--- src/rtl/pwm_tick_scheduler.sv ---
// Four-channel 8-bit PWM generator driven by a prescaled tick enable.
// Duty updates are shadowed and committed only at period boundaries, or at once while idle.
`timescale 1ns/1ps

module pwm_tick_scheduler #(
  parameter int TICK_DIV = 10,
  parameter int NUM_CH   = 4
) (
  input  logic              clockin50mHz,
  input  logic              reset_n,
  input  logic              enable,
  input  logic              cfg_valid,
  output logic              cfg_ready,
  input  logic [1:0]        cfg_channel,
  input  logic [7:0]        cfg_duty,
  output logic [NUM_CH-1:0] pwm_out,
  output logic              tick,
  output logic              period_start,
  output logic [NUM_CH-1:0] pending
);

  localparam logic [15:0] last_count = 16'(TICK_DIV - 1);

  logic [15:0]       count_reg;
  logic [15:0]       count_next;
  logic [7:0]        phase_reg;
  logic [7:0]        phase_next;
  logic              tick_reg;
  logic              period_start_reg;
  logic              wrap_now;
  logic              boundary;
  logic              transfer;
  logic [NUM_CH-1:0] pending_reg;
  logic [NUM_CH-1:0] pwm_reg;

  // The phase steps on the same edge that raises tick, so tick marks the first
  // cycle of each new phase value and period_start the first cycle of phase 0.
  always_comb begin
    wrap_now   = enable && (count_reg == last_count);
    boundary   = wrap_now && (phase_reg == 8'hff);
    count_next = '0;
    phase_next = '0;
    if (enable) begin
      count_next = wrap_now ? 16'd0 : count_reg + 16'd1;
      phase_next = phase_reg + {7'd0, wrap_now};
    end
  end

  always_ff @(posedge clockin50mHz or negedge reset_n) begin
    if (!reset_n) begin
      count_reg        <= '0;
      phase_reg        <= '0;
      tick_reg         <= 1'b0;
      period_start_reg <= 1'b0;
    end else begin
      count_reg        <= count_next;
      phase_reg        <= phase_next;
      tick_reg         <= wrap_now;
      period_start_reg <= boundary;
    end
  end

  // A channel holding an uncommitted update refuses further writes to it.
  assign cfg_ready = ~pending_reg[cfg_channel];
  assign transfer  = cfg_valid & cfg_ready;

  genvar gi;
  generate
    for (gi = 0; gi < NUM_CH; gi++) begin : g_ch
      logic [7:0] shadow_reg;
      logic [7:0] active_reg;
      logic       pending_ch_reg;
      logic       pwm_ch_reg;
      logic       sel;
      logic       commit;

      assign sel    = transfer && (cfg_channel == 2'(gi));
      // Commit reads the pending flag from before this cycle's transfer, so a
      // write landing on the boundary cycle waits for the following boundary.
      assign commit = pending_ch_reg && (boundary || !enable);

      always_ff @(posedge clockin50mHz or negedge reset_n) begin
        if (!reset_n) begin
          shadow_reg     <= '0;
          active_reg     <= '0;
          pending_ch_reg <= 1'b0;
          pwm_ch_reg     <= 1'b0;
        end else begin
          if (sel) begin
            shadow_reg     <= cfg_duty;
            pending_ch_reg <= 1'b1;
          end else if (commit) begin
            pending_ch_reg <= 1'b0;
          end
          if (commit) begin
            active_reg <= shadow_reg;
          end
          pwm_ch_reg <= enable && (phase_reg < active_reg);
        end
      end

      assign pending_reg[gi] = pending_ch_reg;
      assign pwm_reg[gi]     = pwm_ch_reg;
    end
  endgenerate

  assign pwm_out      = pwm_reg;
  assign tick         = tick_reg;
  assign period_start = period_start_reg;
  assign pending      = pending_reg;

endmodule

--- config.mk ---
export PLATFORM = sky130hd
export DESIGN_NAME = pwm_tick_scheduler
export DESIGN_NICKNAME = d
export VERILOG_FILES = /design/src/rtl/pwm_tick_scheduler.sv
export SDC_FILE = /design/constraint.sdc
export NUM_CORES = 1
export LEC_CHECK = 0
export ABC_AREA = 1
export BUFFER_PORTS_ARGS = -buffer_cell sky130_fd_sc_hd__buf_2
export CAP_MARGIN = 30
export CORE_ASPECT_RATIO = 0.7
export CORE_MARGIN = 2
export CORE_UTILIZATION = 35
export CTS_CLUSTER_SIZE = 20
export DETAILED_ROUTE_END_ITERATION = 16
export HOLD_SLACK_MARGIN = 0.1
export SETUP_SLACK_MARGIN = 0.02
export SKIP_CTS_REPAIR_TIMING = 1
export SLEW_MARGIN = 20
export SYNTH_ARGS = -nofsm -noshare
export SYNTH_HDL_FRONTEND = slang
export SYNTH_SLANG_ARGS = --single-unit
--- constraint.sdc ---
create_clock -name clockin50mHz -period 4.7 [get_ports clockin50mHz]
set_input_delay 0.235 -clock clockin50mHz [delete_from_list [all_inputs] [get_ports clockin50mHz]]
set_output_delay 0.235 -clock clockin50mHz [all_outputs]
set_load 0.005 [all_outputs]
# Word-level counts from Yosys, hierarchy flattened
# Cells that the tools add are included.
dict set report totals {
  reg_bits 98
  latch_bits 0
  ram_bits 0
  romBits 0
  out_inout_bits 11
  word_cells 68
  n_memories 0
}
dict set report classes {
  n_addsub 2
  multipliers 0
  div 0
  magnitude_cmp 5
  eq_ne 5
  shift 0
  mux 13
  n_bitwise 2
  n_reduce_logical 21
}
# cell count
set ops {}
lappend ops {{less-than comparator 8 bit} 4}
lappend ops {{two-way mux 16 bit} 2}
lappend ops {{adder 16 x 1 -> 16 bit, second input constant} 1}
lappend ops {{== test 16 x 4 -> 1 bit, second input constant} 1}
lappend ops {{logical AND 1 bit} 14}
lappend ops {{two-way mux 1 bit} 9}
lappend ops {{adder 8 x 1 -> 8 bit} 1}
lappend ops {{== test 8 bit, second input constant} 1}
lappend ops {{two-way mux 8 bit} 1}
lappend ops {{nonzero test 2 bit} 4}
lappend ops {{== test 2 bit, second input constant} 2}
lappend ops {{less-than comparator 2 x 3 -> 1 bit, second input constant} 1}
lappend ops {{binary-select mux 1 bit (select 2 bit)} 1}
lappend ops {{== test 2 x 1 -> 1 bit, second input constant} 1}
lappend ops {{logical NOT 2 bit} 1}
lappend ops {{AND 1 bit} 1}
lappend ops {{logical NOT 1 bit} 1}
lappend ops {{logical OR 1 bit} 1}
lappend ops {{inverter 1 bit} 1}

# Longest topological paths before layout
# Gate-level depths: netlist (run 1).
dict set report logic_depth {
  depth_word 7
  ltp_mapped 14
  ltp_nobuf 14
}

# Least setup slack after synthesis (run 1)
# No wires, ideal clock.
dict set report synth_path {
  kind {flip-flop to flip-flop}
  start {reg count_reg[1]}
  end {reg phase_reg[7]}
  setup_time_ns 0.119
  t_arrival_ns 1.690
  required_time_ns 4.581
  path_slack_ns 2.891
  stages_incl_launch_ff 15
  n_path_buf 0
  cell_sequence {dfrtp_1 -> inv_1 -> ha_1 -> nand2_1 -> inv_1 -> nand2_1 -> nor2_1 -> nand2_1 -> inv_1 -> ha_1 -> nand3_1 -> nor3_1 -> nand3_1 -> nand2_1 -> nor2_1}
}
dict set report synth_via {
  elab_chain_cells 4
}
# item line_no
set synth_lines {}
lappend synth_lines {{from (decl)} 24} ;# logic [15:0] count_reg;
lappend synth_lines {{from (signal assigned)} 56} ;# count_reg <= count_next;
lappend synth_lines {{== test 16 x 4 -> 1 bit} 39} ;# wrap_now = enable && (count_reg == last_count);
lappend synth_lines {{logical AND 1 bit} 39}
lappend synth_lines {{named net wrap_now} 30} ;# logic wrap_now;
lappend synth_lines {{adder 8 x 1 -> 8 bit} 45} ;# phase_next = phase_reg + {7'd0, wrap_now};
lappend synth_lines {{two-way mux 8 bit} 43} ;# if (enable) begin
lappend synth_lines {{named net phase_next[7]} 27} ;# logic [7:0] phase_next;
lappend synth_lines {{to (signal assigned)} 57} ;# phase_reg <= phase_next;
lappend synth_lines {{to (decl)} 26} ;# logic [7:0] phase_reg;
# The timed path passes the listed nets, and every way through them passes these cells.
# A chain may end at the register's enable or synchronous reset.

# Worst setup path after layout (run 1)
dict set report layout_path {
  start {reg count_reg[1]}
  end {reg g_ch[2].active_reg[3]}
}
dict set report layout_via {
  elab_chain_cells 5
}
# item line_no
set layout_lines {}
lappend layout_lines {{== test 16 x 4 -> 1 bit} 39}
lappend layout_lines {{logical AND 1 bit} 39}
lappend layout_lines {{logical AND 1 bit} 40} ;# boundary = wrap_now && (phase_reg == 8'hff);
lappend layout_lines {{logical OR 1 bit} 80} ;# assign commit = pending_ch_reg && (boundary || !enable);
lappend layout_lines {{logical AND 1 bit} 80}
lappend layout_lines {{to (signal assigned)} 96} ;# active_reg <= shadow_reg;
lappend layout_lines {{to (decl)} 71} ;# logic [7:0] active_reg;
# No other way between the ends.

==> results.md, run 1 <==
- Syn avg cell area: 8.41 um^2
- Worst Hold Class: input port to register
- GRT Util Overall: 16.2%
- Post-synthesis compound-gate area fraction: under 10%
- Commonest non-fill, non-tap cell in the layout: nand2_1
- Drt pass-1 iters: 4
- First-pass GRT wire length: 18200 um
- Routed WL per cell: between 10 and 15 um
- Rel. slew slack: 52.4%
- LEAKAGE: 2.82 nW
- Core Footprint: approximately 13000 um^2
- CTS tree: yes
- Total number of vias: roughly 3700
- Synth cell types: 24
- Share of the yosys chip area belonging to registers: 51.0%
- Final Hold Viols: 0
- Global route overflow: 0
- CP Launch Type: register
- Unrepaired setup endpoints after global routing: false
- Commonest cells after routing, fill and taps aside: 156 x nand2_1, 98 x dfrtp_1, 73 x inv_1, 61 x nand3_1, 42 x nor2_1
- Drc violations: 0
- Post-synthesis mux area share: 0%
- Finish-stage setup viols: 0
- Initial antenna violation count: 0
- I/O Pins: 25
- Worst skew pair latency: 0.35 ns
- Post-layout nets: 634
- Die ar.: 14700 um^2
- Fin crit share: 52.2%
- # rows: 35
- Worst-Margin Slew: 0.714 ns
- VDD IR-drop max: 169 uV
- CP endpoint kind: register
- Design area: 5360 um^2
- Fin cells: 778
- Pwr Density: 415 nW/um^2
- Critical Path Fanout Max: 37
- Root Buffer: clkbuf_16
- Initial core utilization: 36.1%
- Placed Instance Area: 5050 um^2
- Status: finished, final reports clean
- DP HPWL: between 7000 and 8000 um
- TritonCTS sink count: around 100
- #FFs+latches synth: 98
- Simple-gate share of the synthesized area: ~24%
- CTS buffer count: 9
- ANT nets after route: 0
- Dpl ws: 2.22 ns
- Max Cap Viol: 0
- Syn Nets: 618
- Syn-to-layout area delta: 11.4%
- Via density: between 4 and 5
- Routability cong.: 0.811
- Layout cells sized above 1: under 10%
- Clock transition at path regs: 0.08 ns
- Post-Place Cells: 761
- Pin count of the biggest net entering global routing: 57
- Final worst setup slack: 2.24 ns
- Synth Cell Area: 4810 um^2
- F_max: ~0.4 GHz
- Max Root-Sink Buffers: 2
- Crit path DAT: 2.69 ns
- Starting DRT DRC Count: 409
- Adder-Cell Fraction of Synth Area: under 10%
- XOR/XNOR Fraction of Synth Area: 2.00%
- Yosys warns: 0
- H-Tree Depth: 3
- Die Ht: between 100 and 150 um
- Period minus WS final: roughly 2.5 ns
- Setup TNS: 0 ns
- Die span in x: 144 um
- Ant diodes: 0
- Port bufs: 24
- Max Slew Vio Count: 0
- WS Path Type: register to register
- Largest family of logic cells by synthesized area: simple AND/OR/NAND/NOR gates
- Total wire length: 10700 um
- Fin Hold WS: 0.195 ns
- Number of global-route vias before repair: approximately 3500
- Required time worst endpoint: 4.94 ns
- Fin Clk Skew: ~0.007 ns
- Post-Synthesis Cells: 572
## per-layer routing
layer  up-vias  global-route usage, %  share of wire [%]
met1      1701                   25.1                 54
met2        81                   23.2                 41
met3        12                   3.23                4.4
li1       1864                      -                  -
met5         -                      0                  0
met4         0                   3.81                1.0
## cell usage after synthesis
master | instances | share of area [%]
nand4_1 | 5 | 0.65
o21ai_1 | 25 | 2.6
buf_4 | 11 | 1.7
nand3_1 | 61 | 6.3
dfrtp_1 | 98 | 51
a211oi_1 | 4 | 0.62
nor3b_1 | 2 | 0.31
nor2_2 | 1 | 0.13
nor2_1 | 42 | 3.3
buf_2 | 1 | 0.10
nand3b_1 | 2 | 0.31
nand2_2 | 1 | 0.13
nor3_1 | 6 | 0.62
or2_2 | 1 | 0.13
a21oi_1 | 14 | 1.5
inv_2 | 1 | 0.078
inv_1 | 73 | 5.7
xnor2_1 | 2 | 0.36
o21ai_0 | 16 | 1.7
nand2_1 | 156 | 12
xor2_1 | 9 | 1.6
buf_1 | 1 | 0.078
clkbuf_1 | 8 | 0.62
ha_1 | 32 | 8.3
## where the power goes
| group | switching, mW | leakage (nW) | internal (mW) |
|---|---|---|---|
| clock network | 0.357 | 0.143 | 0.376 |
| logic | 0.231 | 1.40 | 0.149 |
| registers | 0.111 | 1.28 | 1.00 |
| total | 0.699 | 2.82 | 1.53 |
## stage by stage
step	total power, mW	utilization, %
4_1_cts	2.25	40.2
5_1_grt	2.38	40.3
6_report	2.22	40.3
3_5_place_dp	1.51	38.0
2_1_floorplan	1.38	-
3_3_place_gp	1.49	38.0
## final cells by class
class                           instances  area [um^2]
Fill cell                            1374         7950
Tap cell                              185          231
Sequential cell                        98         2450
Clock inverter                          7         72.6
Clock buffer                            9          225
Inverter                               74          278
Multi-Input combinational cell        379         1960
Timing Repair Buffer                   26          140
## worst max-delay path: stages (launching register included)
cell and delay, ns:
dfrtp_1 0.42, inv_1 0.09, ha_1 0.14, nand2_1 0.04, inv_1 0.05, nand2_1 0.04
nor2_1 0.22, nand3_1 0.26, nand2_2 0.55, nand2_1 0.34, nand2_1 0.15, nand2_1 0.05
## path summary, 6_finish.rpt
kind | startpoint | endpoint | slack (ns) | depth (start not counted)
worst min-delay path | cfg_duty[1] | g_ch[0].shadow_reg[1] | 0.19 | 3
worst min register to register | g_ch[2].active_reg[0] | g_ch[2].active_reg[0] | 0.47 | 2
max in group asynchronous | reset_n | g_ch[0].active_reg[7] | 3.15 | 3
worst max register to register | count_reg[1] | g_ch[2].active_reg[3] | 2.24 | 11
min in group asynchronous | reset_n | count_reg[8] | 0.42 | 2
worst max-delay path | count_reg[1] | g_ch[2].active_reg[3] | 2.24 | 11
## logic make-up (layout without fill, tap and decap cells)
| family | Yosys count | in the layout |
|---|---|---|
| buf+inv | 95 | 116 |
| compound gates | 59 | 59 |
| fa+ha+maj | 32 | 32 |
| simple gates | 277 | 277 |
| xor+xnor | 11 | 11 |
| flops | 98 | 98 |
Power figures use the tool's default switching activity.
==> run 2: changes to the inputs <==
clock period = 2.09 ns   (was 4.7 ns; I/O delays follow)
==> run 2 against run 1 <==
  * Routed wire length shrank 0.70%
  * Largest power group unchanged
  * Critical path type unchanged
  * Global-route usage shrank 0.59 points
  * Sequential share of layout area shrank 1.5 points
  * Largest cell class unchanged
  * Cell count grew 2.4%
  * Setup slack lost 2.1 ns
  * Highest routed layer unchanged
  * Critical path depth grew 3
==> results.md, run 2 (synthesized netlist as in run 1, its figures left out) <==
- Tot Pwr: 5.02 mW
- WS Path Type: register to register
- Routed WL per cell: 13.4 um
- Starting DRT DRC Count: around 210
- Layout cells sized above 1: 10.6%
- Die Ht: about 100 um
- Worst-Margin Slew: ~0.6 ns
- Total number of vias: 3646
- Via density: roughly 4.6
- Met2 Usage GRT: 22.2%
- Total wire length: 10600 um
- VDD IR-drop max: 499 uV
- First-pass GRT wire length: 17600 um
- Drt pass-1 iters: 5
- Met1 Usage GRT: 23.7%
- Fin crit share: 92.3%
- Clock transition at path regs: 0.08 ns
- Fin Hold WS: 0.0800 ns
- Required time worst endpoint: roughly 2.4 ns
- CTS tree: yes
- Post-Place Cells: 772
- Commonest non-fill, non-tap cell in the layout: nand2_1
- Design area: 5550 um^2
- Status: finished, final reports clean
- Dpl ws: 0.112 ns
- Core Footprint: about 13000 um^2
- Period minus WS final: 1.93 ns
- I/O Pins: 25
- Fin cells: 797
- CP endpoint kind: register
- Die ar.: 14700 um^2
- Worst Hold Class: input port to register
- Pwr Density: 904 nW/um^2
- Final Hold Viols: 0
- Worst skew pair latency: roughly 0.36 ns
- Routability cong.: 0.862
- Placed Instance Area: approximately 5100 um^2
- Rel. slew slack: about three fifths
- Commonest cells after routing, fill and taps aside: 156 x nand2_1, 97 x dfrtp_1, 72 x inv_1, 61 x nand3_1, 40 x nor2_1
- F_max: 0.519 GHz
- GRT Util Overall: 15.6%
- Max Root-Sink Buffers: 2
- Die span in x: 144 um
- Max Slew Vio Count: 0
- TritonCTS sink count: 98
- ANT nets after route: 0
- Root Buffer: clkbuf_16
- Critical Path Fanout Max: 4
- # rows: 35
- H-Tree Depth: 3
- CTS buffer count: 9
- CP Launch Type: register
- Ant diodes: 0
- Syn-to-layout area delta: 15.2%
- Met3 Use GR: roughly 3.6%
- Crit path DAT: 2.19 ns
- Initial core utilization: 36.1%
- Fin Clk Skew: 0.0161 ns
- Layer with the highest usage: met1
- Pin count of the biggest net entering global routing: 61
- Initial antenna violation count: 0
- Drc violations: 0
- Setup TNS: 0 ns
- LEAKAGE: 2.91 nW
- Unrepaired setup endpoints after global routing: true
- Fill count: 1378
- Final worst setup slack: roughly 0.16 ns
- DP HPWL: 7730 um
- Finish-stage setup viols: 0
- Max Cap Viol: 0
- Global route overflow: 0
- Port bufs: 24
- Post-layout nets: 653
- Post-layout util: 41.7%
- Number of global-route vias before repair: 3421
[run 2: cell count changes in the layout (fill, tap and decap cells not counted), moves of 2 or more]
cell           before  now
clkinv_4            1    3
ha_1               32   30
buf_4               2   14
nor2_1             42   40
nor2_2              1    3
ha_2                0    2
dlygate4sd3_1       1    7
[run 2: area by class of cell]
class,instances,area [um^2],share of cell area [%]
flip-flops and latches,98,2450,44.2
multi-input cells,379,1980,35.6
repair buffers,45,310,5.60
inverters,74,278,5.01
clock buffers,10,239,4.31
well taps,185,231,4.17
clock inverters,6,57.6,1.04
[run 2: routing by layer]
| metal | routed length [um] | share of wire (%) |
|---|---|---|
| met4 | 106 | 1.0 |
| met3 | 491 | 4.6 |
| met1 | 5580 | 52 |
| met2 | 4470 | 42 |
| met5 | 0 | 0 |
[run 2: worst max-delay path, cell delays in order, from the launching register on]
cell	delay [ns]
dfrtp_1	0.42
inv_2	0.08
ha_1	0.13
nand2_1	0.04
inv_1	0.06
nand2_1	0.06
nor2_2	0.10
nand2_1	0.08
inv_1	0.08
ha_2	0.17
ha_2	0.20
inv_1	0.07
nor2_2	0.12
o21ai_0	0.08
a21oi_1	0.15
[run 2: final timing paths]
| check | cells after the start | endpoint | slack (ns) | startpoint |
|---|---|---|---|---|
| max | 14 | phase_reg[4] | 0.16 | count_reg[1] |
| max in group asynchronous | 3 | g_ch[0].pwm_ch_reg | 1.35 | reset_n |
| min reg2reg | 2 | g_ch[2].active_reg[2] | 0.47 | g_ch[2].active_reg[2] |
| max reg2reg | 14 | phase_reg[4] | 0.16 | count_reg[1] |
| min | 3 | g_ch[2].shadow_reg[7] | 0.08 | cfg_duty[7] |
| min in group asynchronous | 2 | count_reg[3] | 0.13 | reset_n |
[run 2: report_power, final]
group / leakage, nW / switching, mW / internal [mW]
Combinational: 1.49 / 0.519 / 0.357
Clock: 0.147 / 0.794 / 0.868
Sequential: 1.27 / 0.227 / 2.25
Total: 2.91 / 1.54 / 3.48
